File: src/rtl/serial_hram_bridge.sv
// Purpose: assembles 5-byte UART command frames, drives hyper_xface requests, streams a 4-byte big-endian reply.
// Latency: first tx_start one cycle after leaving EXEC when tx_ready=1; memory commands add busy/rd_rdy wait.
// Backpressure: each reply byte waits for tx_ready; bytes arriving outside RX are dropped and flagged on overrun.
module serial_hram_bridge #(
    parameter int unsigned FRAME_TIMEOUT = 24000000,
    parameter int unsigned RD_TIMEOUT    = 1024,
    parameter logic [31:0] CONST_VAL     = 32'd259
) (
    input  logic        clk,
    input  logic        rstn,
    input  logic [7:0]  rx_data,
    input  logic        rx_rcv,
    output logic [7:0]  tx_data,
    output logic        tx_start,
    input  logic        tx_ready,
    output logic [31:0] addr,
    output logic [31:0] wr_d,
    output logic        wr_req,
    output logic        rd_req,
    input  logic [31:0] rd_d,
    input  logic        rd_rdy,
    input  logic        busy,
    output logic        overrun
);

    localparam logic [31:0] FT_LAST = 32'(FRAME_TIMEOUT - 1);
    localparam logic [31:0] RD_TO   = 32'(RD_TIMEOUT);

    typedef enum logic [2:0] {
        S_RX,
        S_EXEC,
        S_WAIT_IDLE,
        S_ISSUE,
        S_WAIT_DONE,
        S_TX_BYTE,
        S_TX_HOLD,
        S_TX_WAIT
    } state_t;

    state_t      state_q;
    logic [2:0]  byte_cnt_q;
    logic [31:0] ftimer_q;
    logic [7:0]  cmd_q;
    logic [31:0] data_q;
    logic [31:0] resp_q;
    logic [31:0] rd_latch_q;
    logic [31:0] count_q;
    logic [31:0] count_d;
    logic [31:0] to_q;
    logic        is_wr_q;
    logic        seen_busy_q;
    logic [1:0]  tx_idx_q;
    logic        hold_q;
    logic [7:0]  tx_data_q;
    logic        tx_start_q;
    logic [31:0] addr_q;
    logic [31:0] wr_d_q;
    logic        wr_req_q;
    logic        rd_req_q;
    logic        overrun_q;

    assign tx_data  = tx_data_q;
    assign tx_start = tx_start_q;
    assign addr     = addr_q;
    assign wr_d     = wr_d_q;
    assign wr_req   = wr_req_q;
    assign rd_req   = rd_req_q;
    assign overrun  = overrun_q;

    // Next value of the COUNT command register (wraps naturally at 32 bits).
    always_comb begin
        count_d = count_q + 32'd1;
    end

    // Sticky flag: any byte that arrives while the engine is not collecting a frame is lost.
    always_ff @(posedge clk or negedge rstn) begin
        if (!rstn) begin
            overrun_q <= 1'b0;
        end else if (rx_rcv && (state_q != S_RX)) begin
            overrun_q <= 1'b1;
        end
    end

    // Main command engine: frame assembly, command execution, memory handshake and reply serialiser.
    always_ff @(posedge clk or negedge rstn) begin
        if (!rstn) begin
            state_q     <= S_RX;
            byte_cnt_q  <= 3'd0;
            ftimer_q    <= 32'd0;
            cmd_q       <= 8'd0;
            data_q      <= 32'd0;
            resp_q      <= 32'd0;
            rd_latch_q  <= 32'd0;
            count_q     <= 32'd0;
            to_q        <= 32'd0;
            is_wr_q     <= 1'b0;
            seen_busy_q <= 1'b0;
            tx_idx_q    <= 2'd0;
            hold_q      <= 1'b0;
            tx_data_q   <= 8'd0;
            tx_start_q  <= 1'b0;
            addr_q      <= 32'd0;
            wr_d_q      <= 32'd0;
            wr_req_q    <= 1'b0;
            rd_req_q    <= 1'b0;
        end else begin
            // Strobes are single-cycle unless re-asserted below.
            tx_start_q <= 1'b0;
            wr_req_q   <= 1'b0;
            rd_req_q   <= 1'b0;

            case (state_q)
                S_RX: begin
                    if (rx_rcv) begin
                        ftimer_q <= 32'd0;
                        if (byte_cnt_q == 3'd0) begin
                            cmd_q <= rx_data;
                        end else begin
                            data_q <= {data_q[23:0], rx_data};
                        end
                        if (byte_cnt_q == 3'd4) begin
                            byte_cnt_q <= 3'd0;
                            state_q    <= S_EXEC;
                        end else begin
                            byte_cnt_q <= byte_cnt_q + 3'd1;
                        end
                    end else if (byte_cnt_q != 3'd0) begin
                        // A stalled partial frame is silently abandoned.
                        if (ftimer_q == FT_LAST) begin
                            byte_cnt_q <= 3'd0;
                            ftimer_q   <= 32'd0;
                        end else begin
                            ftimer_q <= ftimer_q + 32'd1;
                        end
                    end
                end

                S_EXEC: begin
                    tx_idx_q <= 2'd0;
                    state_q  <= S_TX_BYTE;
                    case (cmd_q)
                        8'h01: begin
                            addr_q <= data_q;
                            resp_q <= data_q;
                        end
                        8'h02: begin
                            wr_d_q <= data_q;
                            resp_q <= data_q;
                        end
                        8'h03, 8'h05: begin
                            is_wr_q <= (cmd_q == 8'h03);
                            to_q    <= RD_TO;
                            state_q <= S_WAIT_IDLE;
                        end
                        8'h04: resp_q <= rd_latch_q;
                        8'h06: begin
                            resp_q  <= count_q;
                            count_q <= count_d;
                        end
                        8'h07:   resp_q <= CONST_VAL;
                        default: resp_q <= 32'hFFFF_FFFF;
                    endcase
                end

                S_WAIT_IDLE: begin
                    if (!busy) begin
                        // Raise the request so it is high for exactly the ISSUE cycle.
                        wr_req_q <= is_wr_q;
                        rd_req_q <= !is_wr_q;
                        state_q  <= S_ISSUE;
                    end else if (to_q == 32'd0) begin
                        resp_q  <= 32'hDEAD_BEEF;
                        state_q <= S_TX_BYTE;
                    end else begin
                        to_q <= to_q - 32'd1;
                    end
                end

                S_ISSUE: begin
                    to_q        <= RD_TO;
                    seen_busy_q <= 1'b0;
                    state_q     <= S_WAIT_DONE;
                end

                S_WAIT_DONE: begin
                    if (is_wr_q && seen_busy_q && !busy) begin
                        resp_q  <= 32'h0000_0003;
                        state_q <= S_TX_BYTE;
                    end else if (!is_wr_q && rd_rdy) begin
                        rd_latch_q <= rd_d;
                        resp_q     <= rd_d;
                        state_q    <= S_TX_BYTE;
                    end else if (to_q == 32'd0) begin
                        resp_q  <= 32'hDEAD_BEEF;
                        state_q <= S_TX_BYTE;
                    end else begin
                        to_q <= to_q - 32'd1;
                        if (busy) begin
                            seen_busy_q <= 1'b1;
                        end
                    end
                end

                S_TX_BYTE: begin
                    if (tx_ready) begin
                        tx_data_q  <= resp_q[31:24];
                        resp_q     <= {resp_q[23:0], 8'h00};
                        tx_start_q <= 1'b1;
                        hold_q     <= 1'b1;
                        state_q    <= S_TX_HOLD;
                    end
                end

                S_TX_HOLD: begin
                    // Give uart_tx time to drop tx_ready after the start strobe.
                    if (hold_q) begin
                        hold_q <= 1'b0;
                    end else begin
                        state_q <= S_TX_WAIT;
                    end
                end

                S_TX_WAIT: begin
                    if (tx_ready) begin
                        if (tx_idx_q == 2'd3) begin
                            tx_idx_q <= 2'd0;
                            state_q  <= S_RX;
                        end else begin
                            tx_idx_q <= tx_idx_q + 2'd1;
                            state_q  <= S_TX_BYTE;
                        end
                    end
                end

                default: state_q <= S_RX;
            endcase
        end
    end

endmodule

File: config.mk
export PLATFORM = sky130hd
export DESIGN_NAME = serial_hram_bridge
export DESIGN_NICKNAME = d
export VERILOG_FILES = /design/src/rtl/serial_hram_bridge.sv
export SDC_FILE = /design/constraint.sdc
export NUM_CORES = 1
export LEC_CHECK = 0
export ABC_CLOCK_PERIOD_IN_PS = 6800
export BUFFER_PORTS_ARGS = -buffer_cell sky130_fd_sc_hd__buf_2
export CORE_MARGIN = 2
export CORE_UTILIZATION = 51
export CTS_CLUSTER_SIZE = 10
export DETAILED_ROUTE_END_ITERATION = 10
export PLACE_DENSITY = 0.81
export SLEW_MARGIN = 20
export SYNTH_ARGS = -nofsm -noshare
export SYNTH_HDL_FRONTEND = slang
export SYNTH_SLANG_ARGS = --single-unit
File: constraint.sdc
create_clock -name clk -period 6.8 [get_ports clk]
set_clock_uncertainty 0.05 [all_clocks]
set_input_delay 0.68 -clock clk [delete_from_list [all_inputs] [get_ports clk]]
set_output_delay 0.68 -clock clk [all_outputs]
set_load 0.05 [all_outputs]
Yosys cells after proc, flatten, opt, wreduce, memory -nomap -nowiden
Cells that the tools add are included.
{"block": "classes", "addsub": 5, "mul": 0, "n_div": 0, "magnitude_cmp": 0, "eq_ne": 29, "shifts": 0, "muxes": 48, "bitwise": 2, "n_reduce_logical": 36}
{"op": "$mux W32", "n": 13}
{"op": "$pmux W32 S4", "n": 2}
{"op": "$pmux W32 S5", "n": 1}
{"op": "$add A32 B1 Y32 const B", "n": 2}
{"op": "$mux W3", "n": 15}
{"op": "$eq A32 B25 Y1 const B", "n": 1}
{"op": "$eq A8 B3 Y1 const B", "n": 4}
{"op": "$logic_not A32 Y1", "n": 1}
{"op": "$sub A32 B1 Y32 const B", "n": 1}
{"op": "$pmux W3 S8", "n": 1}
{"op": "$ne A2 B2 Y1 const B", "n": 11}
{"op": "$eq A8 B2 Y1 const B", "n": 2}
{"op": "$reduce_and A2 Y1", "n": 8}
{"op": "$eq A3 B3 Y1 const B", "n": 5}
{"op": "$reduce_and A5 Y1", "n": 3}
{"op": "$reduce_and A3 Y1", "n": 4}
{"op": "$mux W1", "n": 11}
{"op": "$reduce_bool A2 Y1", "n": 5}
{"op": "$eq A8 B1 Y1 const B", "n": 1}
{"op": "$reduce_bool A4 Y1", "n": 2}
{"op": "$eq A3 B2 Y1 const B", "n": 2}
{"op": "$logic_not A3 Y1", "n": 2}
{"op": "$reduce_bool A3 Y1", "n": 2}
{"op": "$logic_and A1 B1 Y1", "n": 4}
{"op": "12 further kinds", "n": 17}
{"block": "word_totals", "regBits": 287, "latch_bits": 0, "mem_bits_rw": 0, "romBits": 0, "inputBits": 46, "output_inout_bits": 76, "elab_cells": 140, "memories": 0}

Depth between registers and ports, before layout
Gate-level depths: netlist (run 1).
{"block": "depth", "ltp_word": 5, "depth_mapped": 10, "ltp_nobuf": 8}

Worst setup path before layout (run 1)
No wires, ideal clock.
{"block": "synth_path", "path_kind": "register -> register", "startpoint": "register cmd_q[5]", "endpoint": "register count_q[17]", "setup_time_ns": 0.079, "t_arrival_ns": 2.387, "required_time_ns": 6.671, "path_slack_ns": 4.284, "stages_incl_launch_ff": 8, "path_buffers": 1, "synth_period_minus_slack_ns": 2.516, "path_cell_list": "dfrtp_1 -> or4_4 -> or3_1 -> buf_2 -> nor4_4 -> nand4_4 -> nor4_4 -> xor2_1"}
{"block": "synth_via", "elab_chain_len": 2}
{"item": "start: declaration", "line": "43", "source": "logic [7:0] cmd_q;"}
{"item": "start signal: assignment", "line": "117", "source": "cmd_q <= rx_data;"}
{"item": "$eq A8 B3 Y1", "line": "141", "source": "case (cmd_q)"}
{"item": "$reduce_and A2 Y1 (no source line)"}
{"item": "end signal: assignment", "line": "158", "source": "count_q <= count_d;"}
{"item": "end: declaration", "line": "47", "source": "logic [31:0] count_q;"}
No other way between the ends.
A chain may end at the register's enable or synchronous reset.

Final worst setup path (run 1)
{"block": "layout_path", "startpoint": "register to_q[27]", "endpoint": "register resp_q[3]"}
{"block": "layout_via", "elab_chain_len": 5, "word_cells_on_any_way": 6, "cone_classes": "5 x mux; 1 x reduce/logical"}
{"item": "start: declaration", "line": "49", "source": "logic [31:0] to_q;"}
{"item": "start signal: assignment", "line": "175", "source": "to_q <= to_q - 32'd1;"}
{"item": "start signal: assignment", "line": "197", "source": "to_q <= to_q - 32'd1;"}
{"item": "$logic_not A32 Y1 *", "line": "171, 193"}
{"item": "$mux W32 *"}
{"item": "$mux W32 (2 in a row)"}
{"item": "$pmux W32 S4 *"}
{"item": "end signal: assignment", "line": "144", "source": "resp_q <= data_q;"}
{"item": "end signal: assignment", "line": "148", "source": "resp_q <= data_q;"}
{"item": "end signal: assignment", "line": "155", "source": "8'h04: resp_q <= rd_latch_q;"}
{"item": "end: declaration", "line": "45", "source": "logic [31:0] resp_q;"}
Every way passes the cells marked *; elsewhere a longest branch is shown, timed or not. The select of a mux whose other input is x is not followed.

==> metrics.cfg, run 1 <==
[die]
initial_core_util=0.5196
core_area_mm2=0.02695
rows=60
pin_count=122
die_area_mm2=0.02880
die_h_um=169.7
die_w_um=169.7

[placed_design]
placed_area_mm2=0.01493
gp_congestion=0.8897
numPortBuffers=121
dp_hpwl_mm=24.05

[yosys]
synth-async-reset-ratio=1.000
synth_seq_area_share=0.5129
netlist_area_mm2=0.01400
syn-num-nets=1438
synthFlopType=dfrtp_1
ys_types=66
synthCells=1386
yosys_warnings=0
synth_edf_count=0
syn_area_per_cell_um2=10.10
synth_seq_cells=287

[power]
vdd_ir_drop_max_mv=0.1850
p_per_area_mw_per_mm2=355.3
netSwitchingFraction=0.3604
power.internal_mw=3.622
p_seq_frac=0.410
total_power_mw=5.663
clkPwrFrac=0.297
switchingPower_mw=2.041
combPwrFrac=0.293
p_leak_nw=7.724

[sta]
timing.final.crit_share=0.4800
final_hold_viol_count=0
timing.fmax_mhz=306.4
min_period_ns=3.264
rsz0062_at_grt=no
tightest_slew_ns=1.087
maxSlewViolCount=0
maxSlewHeadroom=0.2755
fin_tns_setup_ns=0
setup_violations=0
whs_ns=0.2135

[clock_tree]
htree_levels=2
root_buffer=clkbuf_16
postCtsHoldBufs=0
cts_resized=0
cts_tree=yes
clk_pin_slew_ns=0.05
clock_latency_ns=0.51
cts_made_buffers=35
clock_sinks=287
post-cts-setup-buffers=0
clk_path_buf_depth=3

[routing]
drcViolationCount=0
via_count=11190
viasPerCell=6.089
initialDrtViolationCount=1092
drtPass1Iterations=6
totalWireLength_mm=35.86
wl_per_cell_um=19.52
detail-route-antenna-nets=0

[global_route]
use_met3=0.04408
gr-usage-met2=0.3968
grt_max_degree=125
grt-ovfl-total=0
grt_usage=0.2488
antenna_found_initial=3
grt_pass1_vias=10940
grt_pass1_wl_mm=57.26
use_met1=0.3378
grt.busiest_layer=met2

[worst_setup_path]
critPathMaxStageDelay_ns=0.88
cpMaxStageDelayCell=and3_1
startpoint_type=register
crit_type=register to register
worstPathRequired_ns=7.18
crit_path_max_fanout=24
worst-path-buf-inv=0
cp_top_family=simple AND/OR/NAND/NOR gates
end_kind=register
crit_arrival_ns=3.64
crit_chain=or4_1 > nor4bb_1 > and3_1 > nor2_1 > a21oi_1 > a2bb2oi_1

[final_layout]
syn_to_final_growth_pct=13.84
layout_common_cells=286 x dfrtp_1, 170 x nand2_1, 120 x buf_2, 116 x nor2_1, 110 x mux2_2
fin_area_mm2=0.01594
fin_util=0.5915
final_common_cell=dfrtp_1
finalNetCount=1537
drive_above_1_share=0.2120

[worst_hold_path]
hp-class=primary input to async pin

[run_status]
status=complete, no violations

[flow_run]
maxCapViolations=0

-- routing by layer --
metal | share of wire | vias up
met5 | 0.00075 | -
met4 | 0.037 | 4
met3 | 0.076 | 99
met2 | 0.47 | 501
met1 | 0.41 | 5477
li1 | - | 5104
-- power groups by stage --
stage / sequential, mW / clock [mW] / combinational (mW)
after global routing: 2.35 / 1.77 / 1.86
after global placement: 2.32 / 0 / 1.57
after CTS: 2.31 / 1.71 / 1.64
after detailed placement: 2.33 / 0 / 1.63
final: 2.32 / 1.68 / 1.66
after floorplan: 2.31 / 0 / 1.19
-- final timing paths --
| path | startpoint | endpoint | cells past startpoint | slack [ns] |
|---|---|---|---|---|
| min | rstn | ftimer_q[6] | 1 | 0.21 |
| max | to_q[27] | resp_q[3] | 6 | 3.54 |
| max in group asynchronous | rstn | wr_d[26] | 2 | 5.18 |
| min reg2reg | overrun | overrun | 1 | 0.41 |
| min in group clk | rd_d[26] | rd_latch_q[26] | 3 | 0.36 |
| max reg2reg | to_q[27] | resp_q[3] | 6 | 3.54 |
-- per-stage QoR --
stage,std cells,setup WS [ns]
5_1_grt,1836,3.324
2_1_floorplan,1386,4.284
6_report,1837,3.536
3_5_place_dp,1789,3.595
3_3_place_gp,1789,3.693
4_1_cts,1836,3.602
-- synth_stat cells (8+ instances only) --
cell type	number	area, um2
dfrtp_1	287	7182
nand2_1	171	641.9
nor2_1	117	439.2
mux2_2	110	1239
o21ai_0	97	485.5
clkbuf_1	58	217.7
xor2_1	57	499.2
a21oi_1	53	265.3
nand3_1	51	255.2
inv_1	35	131.4
nand4_1	29	181.4
a22oi_1	23	172.7
mux2i_1	21	210.2
xnor2_1	21	183.9
nor3_1	16	80.08
and3_1	15	93.84
buf_2	14	70.07
nand2b_1	14	87.58
nor4_1	13	81.33
nor2b_1	12	75.07
a221o_1	11	110.1
o31ai_1	11	82.58
a21o_1	10	75.07
o22ai_1	10	62.56
a221oi_1	8	70.07
a22o_1	8	70.07
nor3b_1	8	60.06
-- registers in the layout, summed over array words and instances (netlist names), 8 cells and up --
| name | cells |
|---|---|
| wr_d | 32 |
| data_q | 32 |
| count_q | 32 |
| ftimer_q | 32 |
| tx_data | 8 |
| to_q | 32 |
| cmd_q | 8 |
| rd_latch_q | 32 |
| resp_q | 32 |
| addr | 32 |
-- kinds of logic after synthesis --
group                    after synthesis  share of synthesized area
AND/OR/NAND/NOR                      498                     0.1741
flip-flops                           287                     0.5129
AO/OA/AOI/OAI                        269                     0.1212
multiplexers                         134                     0.1059
buffers and inverters                114                    0.03181
XOR/XNOR                              78                    0.04879
adder cells (fa/ha/maj)                6                   0.005361
-- worst register-to-register path, delay by kind of cell, from the launching register on --
| kind | cells | cell delay, ns |
|---|---|---|
| AND/OR/NAND/NOR | 4 | 2.37 |
| flip-flops | 1 | 0.41 |
| AO/OA/AOI/OAI | 2 | 0.37 |
-- layout make-up --
type / instances / area (um2)
Tap cell: 341 / 426.7
Clock buffer: 47 / 1003
Sequential cell: 287 / 7183
Antenna cell: 1 / 2.502
Multi-Input combinational cell: 985 / 6421
Timing Repair Buffer: 141 / 773.2
Inverter: 35 / 131.4
Fill cell: 2148 / 11010
Power figures use the tool's default switching activity.
==> run 2: changes to the inputs <==
- ABC_AREA: default -> 1
- ABC_CLOCK_PERIOD_IN_PS: 6800 -> 3200
- PLACE_DENSITY: 0.81 -> 0.8
- clock period: 6.8 -> 3.2 ns (I/O delays scaled with it)
==> metrics.cfg, run 2 <==
[run_status]
violations=hold timing
status=complete, but fails checks

[yosys]
netlist_area_mm2=0.01569
synthAdderAreaFrac=0.004785
synth_seq_area_share=0.4577
yosys-top-cells-count=710 x nand2_1, 287 x dfrtp_1, 271 x nor2_1
muxShareOfSynthArea=0.0007177
synthCells=2183
synthFlopType=dfrtp_1
syn_area_per_cell_um2=7.187
synth_top_family_by_area=simple AND/OR/NAND/NOR gates
synth_compound_area_frac=0.09545
synth-simple-area-share=0.3233
synth-xor-area-share=0.03014
yosys_warnings=0
synth_seq_cells=287
synthTopCellsByArea=dfrtp_1 46%, nand2_1 17%, o21ai_0 7.3%
synth_edf_count=0
synth_top_area_frac=0.4577
yosysMostFrequentCell=nand2_1
syn-num-nets=2235
yosys.area.top_type=dfrtp_1
synth-async-reset-ratio=1.000
ys_types=40

[die]
pin_count=122
rows=64
die_w_um=179.4
die_h_um=179.4
initial_core_util=0.5156
core_area_mm2=0.03043
die_area_mm2=0.03218

[placed_design]
place_ws_ns=0.7562
dp_cells=2649
placed_area_mm2=0.01661
gp_congestion=0.9700
dp_hpwl_mm=33.21
numPortBuffers=121

[worst_setup_path]
worst-path-buf-inv=2
end_kind=register
crit_chain=inv_4 > nand3_4 > nand2_4 > inv_2 > nand2_2 > nor3_1 > nand4_1 > nand2_1 > nand2_1
crit_type=register to register
cpMaxStageDelayCell=nand2_2
critPathMaxStageDelay_ns=0.53
crit_arrival_ns=2.90
path_common_cell=nand2_1
crit_path_max_fanout=33
startpoint_type=register
cp_top_family=simple AND/OR/NAND/NOR gates
worstPathRequired_ns=3.56

[clock_tree]
clock_latency_ns=0.53
cts_made_buffers=36
clk_pin_slew_ns=0.05
root_buffer=clkbuf_16
htree_levels=2
post-cts-setup-buffers=0
postCtsHoldBufs=7
clk_path_buf_depth=3
cts_tree=yes
clock_sinks=287
cts_resized=0

[final_layout]
final_common_cell=nand2_1
finalNetCount=2350
layout_common_cells=709 x nand2_1, 287 x dfrtp_1, 270 x nor2_1, 247 x inv_1, 228 x o21ai_0
regArea_mm2=0.007182
syn_to_final_growth_pct=12.86
drive_above_1_share=0.1059
fill_cells=2849
fin_util=0.5819
diodes=0
multi_input_area_mm2=0.007134
final_cells=2709
fin_area_mm2=0.01771

[routing]
detail-route-antenna-nets=0
drcViolationCount=0
initialDrtViolationCount=1634
via_count=14740
totalWireLength_mm=45.76
drtPass1Iterations=6
viasPerCell=5.441
wl_per_cell_um=16.89

[global_route]
grt.busiest_layer=met2
grt_usage=0.2808
grt_pass1_wl_mm=73.56
grt-ovfl-total=0
antenna_found_initial=0
use_met3=0.04315
use_met1=0.4160
gr-usage-met2=0.4342
grt_pass1_vias=13710
grt_max_degree=100

[sta]
fin_tns_setup_ns=0
setup_violations=0
worst_slack_ns=0.6629
min_period_ns=2.537
whs_ns=-0.002987
maxSlewHeadroom=0.5027
final_hold_viol_count=1
maxSlewViolCount=0
tightest_slew_ns=0.7460
timing.fmax_mhz=394.2
timing.final.crit_share=0.7928
rsz0062_at_grt=no

[power]
p_leak_nw=8.968
vdd_ir_drop_max_mv=0.7201
total_power_mw=18.71
p_per_area_mw_per_mm2=1057

[flow_run]
maxCapViolations=0

[worst_hold_path]
hp-class=primary input to register

[run 2: cell count changes after synthesis, moves of 28 or more]
cell / delta
nor2_1: +154
mux2_2: -109
nor3_1: +28
inv_1: +212
o21ai_0: +131
nand3_1: +62
nand2_1: +539
a21oi_1: -38
[run 2: tightest hold or removal path, cell delays in order]
cell,delay [ns]
buf_2,0.08
nand2_1,0.07
nand2_1,0.07
[run 2: layout make-up]
type / count / share of cell area
tap: 396 / 0.02798
multi-input combinational: 1562 / 0.4029
inverter: 256 / 0.05441
sequential: 287 / 0.4056
clock inverter: 6 / 0.003392
clock buffer: 47 / 0.05490
timing repair buffer: 155 / 0.05087
[run 2: logic make-up after synthesis]
| family | count (synthesis) |
|---|---|
| flops | 287 |
| fa+ha+maj | 6 |
| compound gates | 284 |
| simple gates | 1217 |
| mux | 1 |
| buf+inv | 334 |
| xor+xnor | 54 |
[run 2: worst paths after layout]
path / startpoint / endpoint / slack (ns) / cells past startpoint
min reg2reg: tx_data[1] / tx_data[1] / 0.41 / 2
max in group asynchronous: rstn / to_q[29] / 1.80 / 3
min in group asynchronous: rstn / wr_d[20] / 0.41 / 2
max reg2reg: state_q[2] / resp_q[8] / 0.66 / 9
min: rd_d[5] / rd_latch_q[5] / -0.003 / 3
max: state_q[2] / resp_q[8] / 0.66 / 9
[run 2: report_power, final]
part           switching (mW)  total (mW)  internal [mW]  leakage [nW]
Sequential               1.02        5.89           4.87          3.79
Clock                    1.55        3.68           2.13         0.508
Combinational            6.51        9.14           2.64          4.67
[run 2: per-layer routing]
layer | vias to the layer above | part of all wire
met2 | 597 | 0.45
met1 | 7015 | 0.44
met5 | - | 0
met3 | 68 | 0.086
met4 | 0 | 0.020
li1 | 7059 | -
==> run 3: changes to the inputs <==
- ABC_CLOCK_PERIOD_IN_PS: 3200 -> 2200
- PLACE_DENSITY: 0.8 -> 0.83
- clock period: 3.2 -> 2.2 ns (I/O delays scaled with it)
==> metrics.cfg, run 3 (same netlist as run 2, synthesis figures left out) <==
[final_layout]
diodes=0
final_common_cell=nand2_1
layout_common_cells=707 x nand2_1, 287 x dfrtp_1, 269 x nor2_1, 247 x inv_1, 228 x o21ai_0
syn_to_final_growth_pct=17.20
drive_above_1_share=0.1154
fin_area_mm2=0.01839
finalNetCount=2409
final_cells=2761

[placed_design]
numPortBuffers=121
dp_cells=2673
placed_area_mm2=0.01689
gp_congestion=1.000
dp_hpwl_mm=33.86

[power]
vdd_ir_drop_max_mv=1.097
total_power_mw=27.78
p_per_area_mw_per_mm2=1511
p_leak_nw=9.274

[worst_setup_path]
rr_worst_depth=9
reg2reg_slack_ns=0.14
startpoint_type=register
worstPathRequired_ns=2.58
crit_type=register to register
crit_path_max_fanout=18
crit_arrival_ns=2.44
end_kind=register

[routing]
drtPass1Iterations=6
drcViolationCount=0
totalWireLength_mm=46.58
detail-route-antenna-nets=0
wl_per_cell_um=16.87
via_count=15130
viasPerCell=5.480
initialDrtViolationCount=1817

[die]
rows=64
die_area_mm2=0.03218
die_w_um=179.4
core_area_mm2=0.03043
pin_count=122
die_h_um=179.4
initial_core_util=0.5156

[clock_tree]
clk_pin_slew_ns=0.06
htree_levels=2
cts_tree=yes
root_buffer=clkbuf_16
cts_made_buffers=35
clk_path_buf_depth=3
clock_latency_ns=0.54
clock_sinks=287

[sta]
timing.final.crit_share=0.9378
fin_tns_setup_ns=0
min_period_ns=2.063
whs_ns=0.05809
maxSlewHeadroom=0.5818
tightest_slew_ns=0.6273
setup_violations=0
maxSlewViolCount=0
rsz0062_at_grt=no
timing.fmax_mhz=484.7
final_hold_viol_count=0

[global_route]
grt_usage=0.2882
grt-ovfl-total=0
grt_pass1_wl_mm=76.03
grt_pass1_vias=14360
antenna_found_initial=0
grt_max_degree=74

[flow_run]
maxCapViolations=0

[worst_hold_path]
hp-class=primary input to register
min_path_cells=5

[run_status]
status=complete, no violations

[run 3: cell count changes in the layout (fill, tap and decap cells not counted), sizes merged]
cell         delta
dlygate4sd3    +34
buf            +26
clkbuf          -6
inv             -2
bufinv          +1
clkinv          -1
[run 3: what timing repair did]
item	4_1_cts	5_1_grt
setup buffers	0	2
resized for setup	0	10
endpoints found under the setup margin	0	38
hold buffers	41	0
hold endpoints to repair	118	0
[run 3: final cells by class]
type | count | area (um2)
Sequential cell | 287 | 7182
Tap cell | 396 | 495.5
Fill cell | 2684 | 12040
Clock inverter | 4 | 110.1
Timing Repair Buffer | 215 | 1548
Clock buffer | 41 | 928.4
Multi-Input combinational cell | 1562 | 7161
Inverter | 256 | 964.7
[run 3: worst paths after layout]
path	startpoint	to
min in group asynchronous	rstn	data_q[23]
hold reg to reg	tx_data[3]	tx_data[3]
setup / recovery	state_q[2]	resp_q[26]
hold / removal	rx_rcv	byte_cnt_q[0]
max in group asynchronous	rstn	to_q[5]
setup reg to reg	state_q[2]	resp_q[26]
[run 3: per-layer routing]
| layer | track usage | vias up | part of all wire |
|---|---|---|---|
| met5 | 0 | - | 0 |
| met4 | 0.08618 | 0 | 0.030 |
| met3 | 0.04781 | 111 | 0.097 |
| met2 | 0.4475 | 708 | 0.45 |
| met1 | 0.4170 | 7131 | 0.43 |
| li1 | - | 7181 | - |
[run 3: through the flow]
step / utilization / setup WS, ns
4_1_cts: 0.6025 / 0.07672
6_report: 0.6043 / 0.1368
5_1_grt: 0.6043 / 0.01098
3_5_place_dp: 0.5549 / 0.1019
2_1_floorplan: - / 0.3089
3_3_place_gp: 0.5549 / 0.1527
[run 3: worst max-delay path, cell delays in order (launching register included)]
cell,delay [ns]
dfrtp_1,0.52
inv_4,0.11
nor2_4,0.17
inv_2,0.14
nand2_2,0.37
buf_4,0.24
nand2_1,0.07
nand3b_1,0.16
nand2_1,0.06
nand2_1,0.05
[run 3: where the power goes]
group          internal (mW)  switching [mW]
clock                   3.12            2.29
sequential              7.08            1.51
combinational           4.26            9.51
total                   14.5            13.3
